### src/rtl/adc_capture_pkg.sv
// Shared types and default sizing for the ADC block capture slice.
// Latency: n/a (types and constants only).
// Backpressure: n/a.
package adc_capture_pkg;

  localparam int DEF_DATA_W    = 12;   // ADC sample width
  localparam int DEF_BLOCK_LEN = 256;  // sample pairs per captured block
  localparam int DEF_HOLDOFF   = 16;   // strobes ignored after each block
  localparam int OUT_W         = 16;   // FIFO word width per channel

  typedef enum logic [1:0] {
    ST_IDLE,
    ST_ARMED,
    ST_CAPTURE,
    ST_HOLDOFF
  } cap_state_t;

endpackage

### src/rtl/adc_delta_detect.sv
// Channel-A step detector: holds the previous sample and flags |a - prev| > porog.
// Latency: trigger is combinational from the current strobe; prev_a updates one clk later.
// Backpressure: none; every load strobe is consumed in its own cycle.
module adc_delta_detect
  import adc_capture_pkg::*;
#(
  parameter int DATA_W = DEF_DATA_W
) (
  input  logic              clk,
  input  logic              reset,
  input  logic              clr,
  input  logic              load,
  input  logic [DATA_W-1:0] sample_a,
  input  logic [DATA_W-1:0] porog,
  output logic              trigger
);

  logic [DATA_W-1:0]        prev_a;
  logic                     prev_vld;
  logic signed [DATA_W:0]   diff;
  logic [DATA_W:0]          mag;

  // Magnitude of the step, one extra bit so the subtraction cannot wrap.
  always_comb begin
    diff    = $signed({1'b0, sample_a}) - $signed({1'b0, prev_a});
    mag     = diff[DATA_W] ? $unsigned(-diff) : $unsigned(diff);
    trigger = load && prev_vld && (mag > {1'b0, porog});
  end

  // Previous-sample register; clr wins so a fresh arming never compares against stale data.
  always_ff @(posedge clk) begin
    if (reset) begin
      prev_a   <= '0;
      prev_vld <= 1'b0;
    end else if (clr) begin
      prev_vld <= 1'b0;
    end else if (load) begin
      prev_a   <= sample_a;
      prev_vld <= 1'b1;
    end
  end

endmodule

### src/rtl/adc_block_capture.sv
// Triggered fixed-length ADC pair capture into a downstream FIFO (optional ADC_CAPTURE_SEQNUM_EN puts block_cnt in slot 0 of wr_data_b).
// Latency: each capture slot appears on wr_en/wr_data one clk after its sample_en.
// Backpressure: fifo_full drops the slot (sticky overflow); block length stays fixed in strobes.
module adc_block_capture
  import adc_capture_pkg::*;
#(
  parameter int BLOCK_LEN = DEF_BLOCK_LEN,
  parameter int HOLDOFF   = DEF_HOLDOFF,
  parameter int DATA_W    = DEF_DATA_W
) (
  input  logic              clk,
  input  logic              reset,
  input  logic              arm,
  input  logic              sample_en,
  input  logic [DATA_W-1:0] sample_a,
  input  logic [DATA_W-1:0] sample_b,
  input  logic [DATA_W-1:0] porog,
  input  logic              fifo_full,
  output logic              wr_en,
  output logic [OUT_W-1:0]  wr_data_a,
  output logic [OUT_W-1:0]  wr_data_b,
  output logic              block_done,
  output logic              busy,
  output logic              overflow,
  output logic [15:0]       block_cnt
);

  // HOLDOFF is expected to be at least 1 and BLOCK_LEN a power of two.
  localparam int SLOT_W = (BLOCK_LEN > 1) ? $clog2(BLOCK_LEN) : 1;
  localparam int HOLD_W = (HOLDOFF > 0) ? $clog2(HOLDOFF + 1) : 1;
  localparam logic [SLOT_W-1:0] LAST_SLOT = SLOT_W'(BLOCK_LEN - 1);
  localparam logic [HOLD_W-1:0] LAST_HOLD = HOLD_W'(HOLDOFF - 1);

  cap_state_t        state, state_nxt;
  logic [SLOT_W-1:0] slot_cnt;
  logic [SLOT_W-1:0] slot_idx;
  logic [HOLD_W-1:0] hold_cnt;
  logic              arm_q;
  logic              trig;
  logic              slot_vld;
  logic              slot_last;
  logic              prev_clr;
  logic              prev_load;

  assign prev_load = (state == ST_ARMED) && sample_en;
  assign busy      = (state == ST_CAPTURE);

  adc_delta_detect #(.DATA_W(DATA_W)) u_detect (
    .clk      (clk),
    .reset    (reset),
    .clr      (prev_clr),
    .load     (prev_load),
    .sample_a (sample_a),
    .porog    (porog),
    .trigger  (trig)
  );

  // State register.
  always_ff @(posedge clk) begin
    if (reset) state <= ST_IDLE;
    else       state <= state_nxt;
  end

  // Next state plus slot decode; the triggering strobe itself is slot 0.
  always_comb begin
    state_nxt = state;
    slot_vld  = 1'b0;
    slot_idx  = slot_cnt;
    slot_last = 1'b0;
    prev_clr  = 1'b0;
    case (state)
      ST_IDLE:    if (arm) state_nxt = ST_ARMED;
      ST_ARMED: begin
        if (!arm) begin
          state_nxt = ST_IDLE;
        end else if (trig) begin
          slot_vld = 1'b1;
          slot_idx = '0;
        end
      end
      ST_CAPTURE: if (sample_en) slot_vld = 1'b1;
      ST_HOLDOFF: begin
        if (sample_en && (hold_cnt == LAST_HOLD))
          state_nxt = arm ? ST_ARMED : ST_IDLE;
      end
      default:    state_nxt = ST_IDLE;
    endcase
    slot_last = slot_vld && (slot_idx == LAST_SLOT);
    if (slot_vld) state_nxt = slot_last ? ST_HOLDOFF : ST_CAPTURE;
    prev_clr = (state_nxt == ST_ARMED) && (state != ST_ARMED);
  end

  // Slot and holdoff counters; holdoff restarts whenever we are outside HOLDOFF.
  always_ff @(posedge clk) begin
    if (reset) begin
      slot_cnt <= '0;
      hold_cnt <= '0;
    end else begin
      if (slot_vld) slot_cnt <= slot_last ? '0 : slot_idx + 1'b1;
      if (state != ST_HOLDOFF) hold_cnt <= '0;
      else if (sample_en)      hold_cnt <= hold_cnt + 1'b1;
    end
  end

  // Registered write port, block bookkeeping and sticky overflow (a drop beats an arm re-rise).
  always_ff @(posedge clk) begin
    if (reset) begin
      wr_en      <= 1'b0;
      wr_data_a  <= '0;
      wr_data_b  <= '0;
      block_done <= 1'b0;
      overflow   <= 1'b0;
      block_cnt  <= '0;
      arm_q      <= 1'b0;
    end else begin
      arm_q      <= arm;
      wr_en      <= slot_vld && !fifo_full;
      block_done <= slot_last;
      if (slot_vld) begin
        wr_data_a <= OUT_W'(sample_a);
`ifdef ADC_CAPTURE_SEQNUM_EN
        wr_data_b <= (slot_idx == '0) ? block_cnt : OUT_W'(sample_b);
`else
        wr_data_b <= OUT_W'(sample_b);
`endif
      end
      if (slot_last) block_cnt <= block_cnt + 16'd1;
      if (slot_vld && fifo_full) overflow <= 1'b1;
      else if (arm && !arm_q)    overflow <= 1'b0;
    end
  end

endmodule

### config.mk
export PLATFORM = sky130hd
export DESIGN_NAME = adc_block_capture
export DESIGN_NICKNAME = d
export VERILOG_FILES = /design/src/rtl/adc_capture_pkg.sv /design/src/rtl/adc_delta_detect.sv /design/src/rtl/adc_block_capture.sv
export SDC_FILE = /design/constraint.sdc
export NUM_CORES = 1
export LEC_CHECK = 0
export CORE_MARGIN = 10
export CORE_UTILIZATION = 52
export DETAILED_ROUTE_END_ITERATION = 16
export PLACE_DENSITY_LB_ADDON = 0.05
export SLEW_MARGIN = 20
export SYNTH_ARGS = -nofsm -noshare
export SYNTH_HDL_FRONTEND = slang
export SYNTH_SLANG_ARGS = --single-unit
### constraint.sdc
create_clock -name clk -period 7.6 [get_ports clk]
set_clock_uncertainty 0.1 [all_clocks]
set_input_delay 1.9 -clock clk [delete_from_list [all_inputs] [get_ports clk]]
set_output_delay 1.9 -clock clk [all_outputs]
set_load 0.02 [all_outputs]
; ---- Word-level counts from Yosys, hierarchy flattened
; Index checks and enable logic that the tools add are counted.
[classes]
add_sub_neg = 5
magnitude_cmp = 1
n_eq_ne = 8
muxes = 18
bitwise_logic = 1
n_reduce_logical = 16
[ops]
columns = cell, count
row1 = $mux 8, 4
row2 = $add 16x1->16 const B, 1
row3 = $gt 13x12->1, 1
row4 = $mux 13, 1
row5 = $neg 13->13, 1
row6 = $sub 12x12->13, 1
row7 = $logic_and 1x1->1, 9
row8 = $add 8x1->8 const B, 1
row9 = $eq 8x8->1 const B, 1
row10 = $mux 2, 4
row11 = $mux 1, 7
row12 = $pmux 2 s3, 1
row13 = $add 5x1->5 const B, 1
row14 = $eq 5x4->1 const B, 1
row15 = $eq 2x1->1 const B, 2
row16 = $eq 2x2->1 const B, 2
row17 = $reduce_or 2->1, 2
row18 = $logic_not 1->1, 2
row19 = $logic_not 2->1, 1
row20 = $ne 2x1->1 const B, 1
row21 = $ne 2x2->1 const B, 1
row22 = $pmux 1 s2, 1
row23 = $reduce_and 2->1, 1
row24 = $reduce_bool 2->1, 1
row25 = $not 1->1, 1
[word_totals]
ff_bits = 72
input_bits = 41
output_inout_bits = 52
wordCells = 61

; ---- Longest topological paths before layout
; Gate-level depths: netlist of run 1.
[logic_depth]
ltp_word = 16
mapped_depth = 28
mapped_depth_nobuf = 27

; ---- By module
; From an unflattened synthesis of run 1, not the netlist that was laid out.
[unflattened]
hier_cells = 565
area_unflattened_um2 = 4376.7
[modules_own_cells]
columns = mod, instances, cells_each, area_per_inst_um2, seq_area_each_um2
row1 = adc_block_capture, 1, 335, 2702.6, 1181.1
row2 = adc_delta_detect, 1, 230, 1674.1, 260.2

; ---- Least setup slack after synthesis of run 1
; Ideal clock, no wire load.
[synth_timing]
path_kind = input port to flip-flop
startpoint = input sample_a[0]
endpoint = register block_cnt[7]
t_arrival_ns = 6.736
required_ns = 7.377
slack_ns = 0.640
path_stages = 25
path_buffers = 1
path_cell_list = inv_1 > ha_1 > fa_1 > xor2_1 > nand2_1 > or4_1 > a22oi_1 > nand2_1 > nand2_1 > xor2_1 > ha_1 > a211o_1 > o31ai_1 > a211o_1 > o21ai_2 > buf_2 > nor2b_1 > ha_1 > nand3_1 > nor2_1 > nand4_1 > nor3_1 > inv_1 > nor3_1 > mux2_1
[synth_between]
elab_chain_len = 10
word_cells_on_any_way = 13
[synth_rtl]
columns = item, line_no
row1 = "start, declared", adc_block_capture.sv:15  ; input logic [DATA_W-1:0] sample_a,
row2 = $sub 12x12->13 *, adc_delta_detect.sv:25  ; diff = $signed({1'b0, sample_a}) - $signed({1'b0, prev_a});
row3 = $neg 13->13, adc_delta_detect.sv:26  ; mag = diff[DATA_W] ? $unsigned(-diff) : $unsigned(diff);
row4 = $mux 13 *, adc_delta_detect.sv:26
row5 = $gt 13x12->1 *, adc_delta_detect.sv:27  ; trigger = load && prev_vld && (mag > {1'b0, porog});
row6 = $logic_and 1x1->1 *, adc_delta_detect.sv:27
row7 = $mux 8, adc_block_capture.sv:76  ; end else if (trig) begin
row8 = $mux 8, adc_block_capture.sv:74  ; if (!arm) begin
row9 = $mux 8, adc_block_capture.sv:71  ; case (state)
row10 = $eq 8x8->1, adc_block_capture.sv:88  ; slot_last = slot_vld && (slot_idx == LAST_SLOT);
row11 = $logic_and 1x1->1 *, adc_block_capture.sv:88
row12 = "end signal, assigned", adc_block_capture.sv:127  ; if (slot_last) block_cnt <= block_cnt + 16'd1;
row13 = "end, declared", adc_block_capture.sv:25  ; output logic [15:0] block_cnt
; Every way passes the cells marked *; elsewhere a longest branch is shown, timed or not.
; A chain may end at the register's enable or synchronous reset.

; ---- Worst setup path after layout of run 1
[layout_timing]
startpoint = input sample_a[0]
endpoint = register block_cnt[14]
; The elaborated chain is that of the path after synthesis.

==> results.md, run 1 <==
* Hold path startpoint: u_detect.prev_a[5]$_SDFFE_PP0P_
* Full die area at around 13,000 um2
* Worst VDD drop at ~0.11 mV
* Net count, final at 756
* H-tree levels at 3
* Gpl congestion at between 0.8 and 0.9
* Synth area leaders: dfxtp_1 32%, ha_1 9.0%, a21oi_1 7.8%
* Starting density of the core at 52.8%
* Port Buffers at 84
* Area leader, netlist: dfxtp_1
* Die Y at ~110 um
* Core area at 8640 um2
* Via count at 4,466
* Synth cell types at 58
* DRT Pass-1 Iters at 5
* Largest net degree at the start of global routing at 78
* First-pass GRT wire length at 21,300 um
* Layout cells sized above 1 at 7.30%
* Die Width at 114 um
* Reported max-cap violation count at 0
* Crit-path leading delay family: simple AND/OR/NAND/NOR gates
* Reg2Reg Depth at 25
* Routed wire length at 12,400 um
* FF-to-FF setup slack at 2.19 ns
* Slowest cell delay on critical path at 0.55 ns
* Post-synth EDFFs at 0
* Seq. cell area at 1440 um2
* Final setup vio count at 0
* TritonCTS Sinks at 72
* Final ANT Viol Nets at 0
* Fin. Hold Viols at 0
* Max-slew headroom at the worst pin at approximately two fifths
* Top Ports at a little over 90
* Worst-path maximum fanout at 5
* DRC viols at 0
* Worst path bufs/invs at 3
* Outcome: finished clean
* Hold depth at 2
* Top_reg_cell synth: dfxtp_1
* DP HPWL at a little over 9000 um
* Antenna Cells at 0
* Routed wire per std cell at 15.6 um
* Startpoint Class: input pin
* FP Rows at 34
* RSZ-0062 raised after global routing: false
* Commonest non-fill, non-tap cells in the layout: 83 x clkdlybuf4s50_1, 72 x dfxtp_1, 71 x a21oi_1
* Endpoint, Worst Hold: u_detect.prev_a[5]$_SDFFE_PP0P_
* Count of pins over their slew limit at 0
* Filler Cell Count at 765
* CTS clk-pin slew, worst paths at 0.08 ns
* Synthesized area per cell at 7.68 um2
* R2r endpoint: block_cnt[14]$_SDFFE_PP0P_
* Syn Std Cell Area at between 4000 and 5000 um2
* WP data arrival at 7.36 ns
* Commonest non-fill, non-tap cell in the layout: clkdlybuf4s50_1
* YS warnings at 0
* Number of vias per cell at 5.63
* Clk root buf: clkbuf_8
* Period utilisation layout at 94.5%
* Worst EP required at about 7.8 ns
* Number of synthesized register bits at 72
* FFs w/ async S/R, synth at 0%
* Fmax at 0.139 GHz
* Sequential element share of the synthesized area at 31.6%
* Hold buffers post-CTS at 0
* Min Hold Slack at 0.357 ns
* Final setup TNS at 0 ns
* Synthesized instance count at 594
* Vias in the first global route at approximately 4,400
* Leakage at 2.19 nW
* Hold Crit Class: flop to flop
* P per Cell Area at about 160 nW/um2
* Syn-to-layout area delta at 26.5%
* Setup CP Type: input pin to flop
* Clock buffer depth at 2
* DR iter-0 viols at 412
* Multi-input gate area at 2820 um2
* Crit-path slowest cell: clkdlybuf4s50_1
* R2r startpoint: u_detect.prev_a[2]$_SDFFE_PP0P_
* Total CTS buffers at 9
* Initial antenna violation count at 0
* Clk Latency, worst-skew pair at 0.35 ns
* Worst path most repeated cell: ha_1
* Global-route usage over all layers at 19.2%
* Min Tclk post-route at between 7 and 8 ns
* Top cell type's share of synthesized area at about a third
* Slew @ Worst Pin at 0.926 ns
* Gr ovfl total at 0
* CTS tree: yes
* Kind of end point of the critical path: flop
tightest hold or removal path, stage by stage, from the launching register on:
cell and delay [ns]:
dfxtp_1 0.31, nand2_1 0.05, a21oi_1 0.05
how the worst max path moves through the flow:
stage	start	endpoint	depth (start not counted)
floorplan	sample_a[0]	block_cnt[7]$_SDFFE_PP0P_	25
global placement	sample_a[0]	block_cnt[15]$_SDFFE_PP0P_	25
detailed placement	sample_a[0]	block_cnt[14]$_SDFFE_PP0P_	27
CTS	sample_a[0]	block_cnt[14]$_SDFFE_PP0P_	27
global route	sample_a[0]	block_cnt[15]$_SDFFE_PP0P_	25
finish	sample_a[0]	block_cnt[14]$_SDFFE_PP0P_	26
registers in the layout (all words and copies together), names as in the netlist:
name	cells
hold_cnt	5
overflow	1
arm_q	1
wr_data_b	12
block_done	1
u_detect.prev_a	12
wr_data_a	12
block_cnt	16
slot_cnt	8
u_detect.prev_vld	1
state	2
wr_en	1
layout make-up:
type / count / share of cell area (%)
multi-input combinational: 452 / 48.8
sequential: 72 / 25.0
timing repair buffer: 106 / 17.3
clock buffer: 11 / 2.62
inverter: 40 / 2.60
tap: 108 / 2.34
clock inverter: 4 / 1.32
metrics by stage:
| step | worst slack [ns] | cell area (um2) | power [W] | instances | util (%) |
|---|---|---|---|---|---|
| floorplan | 0.640 | 4590 | 0.000526 | 601 | - |
| finish | 0.417 | 5770 | 0.000930 | 793 | 66.8 |
| CTS | 0.432 | 5770 | 0.000935 | 793 | 66.8 |
| global route | 0.0204 | 5770 | 0.000979 | 793 | 66.8 |
| detailed placement | 0.112 | 5540 | 0.000588 | 778 | 64.1 |
| global placement | 0.261 | 5540 | 0.000585 | 778 | 64.1 |
Yosys cell counts, drive strengths merged, types with 2 or more instances:
master  count
dfxtp      72
a21oi      71
nand2      56
o21ai      47
nand3      44
inv        40
ha         33
nor2       30
clkbuf     20
buf        17
nor2b      14
or3        11
xnor2      11
nor3       10
a21o        9
mux2        8
nand2b      7
a211oi      6
and2        6
and3        6
nand4       6
o211ai      6
xor2        6
a31oi       5
o31ai       5
or4         5
nand3b      4
nor4        3
o211a       3
o21a        3
or2         3
a211o       2
a21boi      2
mux2i       2
o21bai      2
o31a        2
o32ai       2
or3b        2
routing by layer:
metal / GRT usage [%] / vias to the layer above / wire length, um
met5: 0 / - / 0
met4: 5.08 / 0 / 140
met3: 4.51 / 15 / 651
met2: 32.5 / 110 / 6060
met1: 23.8 / 2081 / 5550
li1: - / 2260 / -
logic make-up (layout without fill, tap and decap cells):
logic type      after synthesis  after routing  share of synthesized area, %
mux                          10             10                          2.41
simple gates                209            209                          22.9
other cells                   1              8                        0.0822
flops                        72             72                          31.6
fa+ha+maj                    34             34                          9.49
compound gates              174            174                          22.9
xor+xnor                     17             17                          3.26
buf+inv                      77            161                          7.40
what timing repair did:
item,in CTS,in global routing
resized for setup,0,2
setup buffers,0,0
endpoints found under the setup margin,0,4
where the power goes:
| part | internal (W) | switching (W) |
|---|---|---|
| combinational | 0.0000863 | 0.000113 |
| sequential | 0.000381 | 0.00000243 |
| clock | 0.000202 | 0.000146 |
| total | 0.000669 | 0.000261 |
Note: power is estimated with default switching activity, not from simulation.
==> inputs of run 2 (changes only) <==
CAP_MARGIN = 20   (was default)
==> results of run 2 <==
Final layout, timing and power as in run 1 (identical DEF).
==> inputs of run 3 (changes only) <==
CELL_PAD_IN_SITES_DETAIL_PLACEMENT = 2   (was default)
CELL_PAD_IN_SITES_GLOBAL_PLACEMENT = 2   (was default)
CORE_UTILIZATION = 30   (was 52)
==> run 3 against run 2 <==
Against the previous run: cell area increased by 5.0%; global-route usage decreased by 3.2 points; hold slack got worse by 0.00078 ns; highest routed layer unchanged; core utilization decreased by 27 points; flip-flop and latch count unchanged; worst setup slack got worse by 0.11 ns; largest power group is now the clock network; critical path depth increased by 1; largest cell class unchanged; clock power increased by 19%; critical path type unchanged; combinational power increased by 16%.
==> results.md, run 3 (synthesized netlist as in run 1, its figures left out) <==
* Layout cells sized above 1 at 10.3% (was 7.30%)
* Commonest non-fill, non-tap cell in the layout: clkdlybuf4s50_1 (unchanged)
* DRT Pass-1 Iters at 4 (was 5)
* Global-route usage over all layers at 16.0% (was 19.2%)
* Slew @ Worst Pin at 1.05 ns (was 0.926 ns)
* Worst path bufs/invs at 4 (was 3)
* R2r endpoint: block_cnt[10]$_SDFFE_PP0P_ (was block_cnt[14]$_SDFFE_PP0P_)
* Worst VDD drop at 0.103 mV (was 0.111 mV)
* Full die area at 20,500 um2 (was 12,900 um2)
* Top Ports at 93 (unchanged)
* # placed instances at 860 (was 778)
* TritonCTS Sinks at 72 (unchanged)
* Clk root buf: clkbuf_16 (was clkbuf_8)
* Hold depth at 2 (unchanged)
* Crit-path slowest cell: a222oi_1 (was clkdlybuf4s50_1)
* Die Width at 143 um (was 114 um)
* Number of vias per cell at 5.26 (was 5.63)
* Die Y at 143 um (was 114 um)
* Instance count on the critical path at 27 (was 26)
* Finished Layout Cells at 880 (was 793)
* Final ANT Viol Nets at 0 (unchanged)
* Gpl congestion at 0.835 (was 0.846)
* DP HPWL at 12,300 um (was 9130 um)
* Outcome: finished clean (unchanged)
* Largest net degree at the start of global routing at 78 (unchanged)
* First-pass GRT wire length at 26,800 um (was 21,300 um)
* Min Hold Slack at 0.356 ns (was 0.357 ns)
* DP Area at 5650 um2 (was 5540 um2)
* Worst path most repeated cell: or3_1 (was ha_1)
* Hold path startpoint: u_detect.prev_a[4]$_SDFFE_PP0P_ (was u_detect.prev_a[5]$_SDFFE_PP0P_)
* Vias in the first global route at 5,066 (was 4,419)
* Max reg flops at 16 (unchanged)
* Max-slew headroom at the worst pin at 30.0% (was 38.2%)
* Leakage at 2.26 nW (was 2.19 nW)
* Routed wire length at 16,500 um (was 12,400 um)
* Worst setup margin at 0.307 ns (was 0.417 ns)
* Routed wire per std cell at 18.8 um (was 15.6 um)
* Period utilisation layout at 96.0% (was 94.5%)
* Min Tclk post-route at 7.29 ns (was 7.18 ns)
* Clock buffer depth at 2 (unchanged)
* CTS clk-pin slew, worst paths at 0.06 ns (was 0.08 ns)
* Core area at 15,000 um2 (was 8640 um2)
* Final setup vio count at 0 (unchanged)
* Most flops, register: block_cnt (unchanged)
* Crit-path leading delay family: simple AND/OR/NAND/NOR gates (unchanged)
* Commonest non-fill, non-tap cells in the layout: 83 x clkdlybuf4s50_1, 72 x dfxtp_1, 67 x a21oi_1 (was 83 x clkdlybuf4s50_1, 72 x dfxtp_1, 71 x a21oi_1)
* DRC viols at 0 (unchanged)
* H-tree levels at 3 (unchanged)
* Clk Latency, worst-skew pair at 0.33 ns (was 0.35 ns)
* Syn-to-layout area delta at 32.8% (was 26.5%)
* Count of pins over their slew limit at 0 (unchanged)
* Filler Cell Count at 1,744 (was 765)
* Via count at 4,628 (was 4,466)
* Reported max-cap violation count at 0 (unchanged)
* Setup CP Type: input pin to flop (unchanged)
* WP data arrival at 7.45 ns (was 7.36 ns)
* Worst-path maximum fanout at 5 (unchanged)
* Gr ovfl total at 0 (unchanged)
* Final instance area at 6060 um2 (was 5770 um2)
* Initial antenna violation count at 0 (unchanged)
* Kind of end point of the critical path: flop (unchanged)
* FP Rows at 45 (was 34)
* P per Cell Area at 170 nW/um2 (was 161 nW/um2)
* Starting density of the core at 30.4% (was 52.8%)
* Port Buffers at 84 (unchanged)
* FF-to-FF setup slack at 2.00 ns (was 2.19 ns)
* Power, Total at 0.00103 W (was 0.000930 W)
* Startpoint Class: input pin (unchanged)
* Slowest cell delay on critical path at 0.46 ns (was 0.55 ns)
* CTS tree: yes (unchanged)
* Fmax at 0.137 GHz (was 0.139 GHz)
* R2r startpoint: u_detect.prev_a[0]$_SDFFE_PP0P_ (was u_detect.prev_a[2]$_SDFFE_PP0P_)
* Fin. Hold Viols at 0 (unchanged)
* Antenna Cells at 0 (unchanged)
* Endpoint, Worst Hold: u_detect.prev_a[4]$_SDFFE_PP0P_ (was u_detect.prev_a[5]$_SDFFE_PP0P_)
* DR iter-0 viols at 153 (was 412)
* Hold Crit Class: flop to flop (unchanged)
* Worst EP required at 7.76 ns (was 7.78 ns)
* Net count, final at 762 (was 756)
* Total CTS buffers at 9 (unchanged)
* Pre-CTS WS at -0.216 ns (was 0.112 ns)
* Reg2Reg Depth at 25 (unchanged)
run 3: cell count changes in the layout (fill, tap and decap cells not counted), sizes merged:
cell and change:
buf +6, bufinv -1, clkbuf -2, clkinv +5, inv -1
run 3: how the worst max path moves through the flow:
stage / from / to / slack [ns]
floorplan: sample_a[0] / block_cnt[7]$_SDFFE_PP0P_ / 0.64
global placement: sample_a[0] / block_cnt[10]$_SDFFE_PP0P_ / -0.006
detailed placement: sample_a[0] / block_cnt[10]$_SDFFE_PP0P_ / -0.22
CTS: sample_a[0] / block_cnt[10]$_SDFFE_PP0P_ / 0.1
global route: sample_a[0] / block_cnt[10]$_SDFFE_PP0P_ / -0.04
finish: sample_a[0] / block_cnt[10]$_SDFFE_PP0P_ / 0.31
run 3: through the flow:
step,TNS [ns],util (%)
floorplan,0,-
global placement,-0.00632,37.6
detailed placement,-1.33,37.6
CTS,0,39.5
global route,-0.0710,40.3
finish,0,40.3
run 3: power by group:
group | internal, W | switching [W] | total (W)
registers | 0.000381 | 0.00000278 | 0.000384
logic | 0.0000949 | 0.000135 | 0.000230
clock network | 0.000251 | 0.000164 | 0.000415
total | 0.000727 | 0.000302 | 0.00103
run 3: repair_timing:
action | CTS | global route
endpoints found under the setup margin | 0 | 23
gates resized for setup | 0 | 20
buffers inserted | 0 | 4
hold buffers | 0 | 0
run 3: worst register-to-register path: cells and delay by family, from the launching register on:
kind | cells | cell delay, ns
AOI/OAI and AO/OA | 8 | 1.62
xor gates and xnor gates | 1 | 0.18
adders and majority gates | 4 | 0.97
buffers and inverters | 2 | 0.38
DFF | 1 | 0.38
and+or+nand+nor | 10 | 1.89
run 3: final cells by class:
| class | count | area (um2) | area share (%) |
|---|---|---|---|
| clock inverter | 7 | 62.6 | 1.03 |
| inverter | 40 | 150 | 2.48 |
| timing repair buffer | 112 | 1050 | 17.3 |
| tap | 188 | 235 | 3.88 |
| multi-input combinational | 452 | 2890 | 47.8 |
| sequential | 72 | 1440 | 23.8 |
| clock buffer | 9 | 225 | 3.72 |
run 3: layer usage:
metal | vias to the layer above | track usage, % | wire (um)
met5 | - | 0 | 0
met4 | 0 | 3.44 | 198
met3 | 13 | 3.43 | 583
li1 | 2276 | - | -
met2 | 61 | 28.6 | 8610
met1 | 2278 | 19.1 | 7120
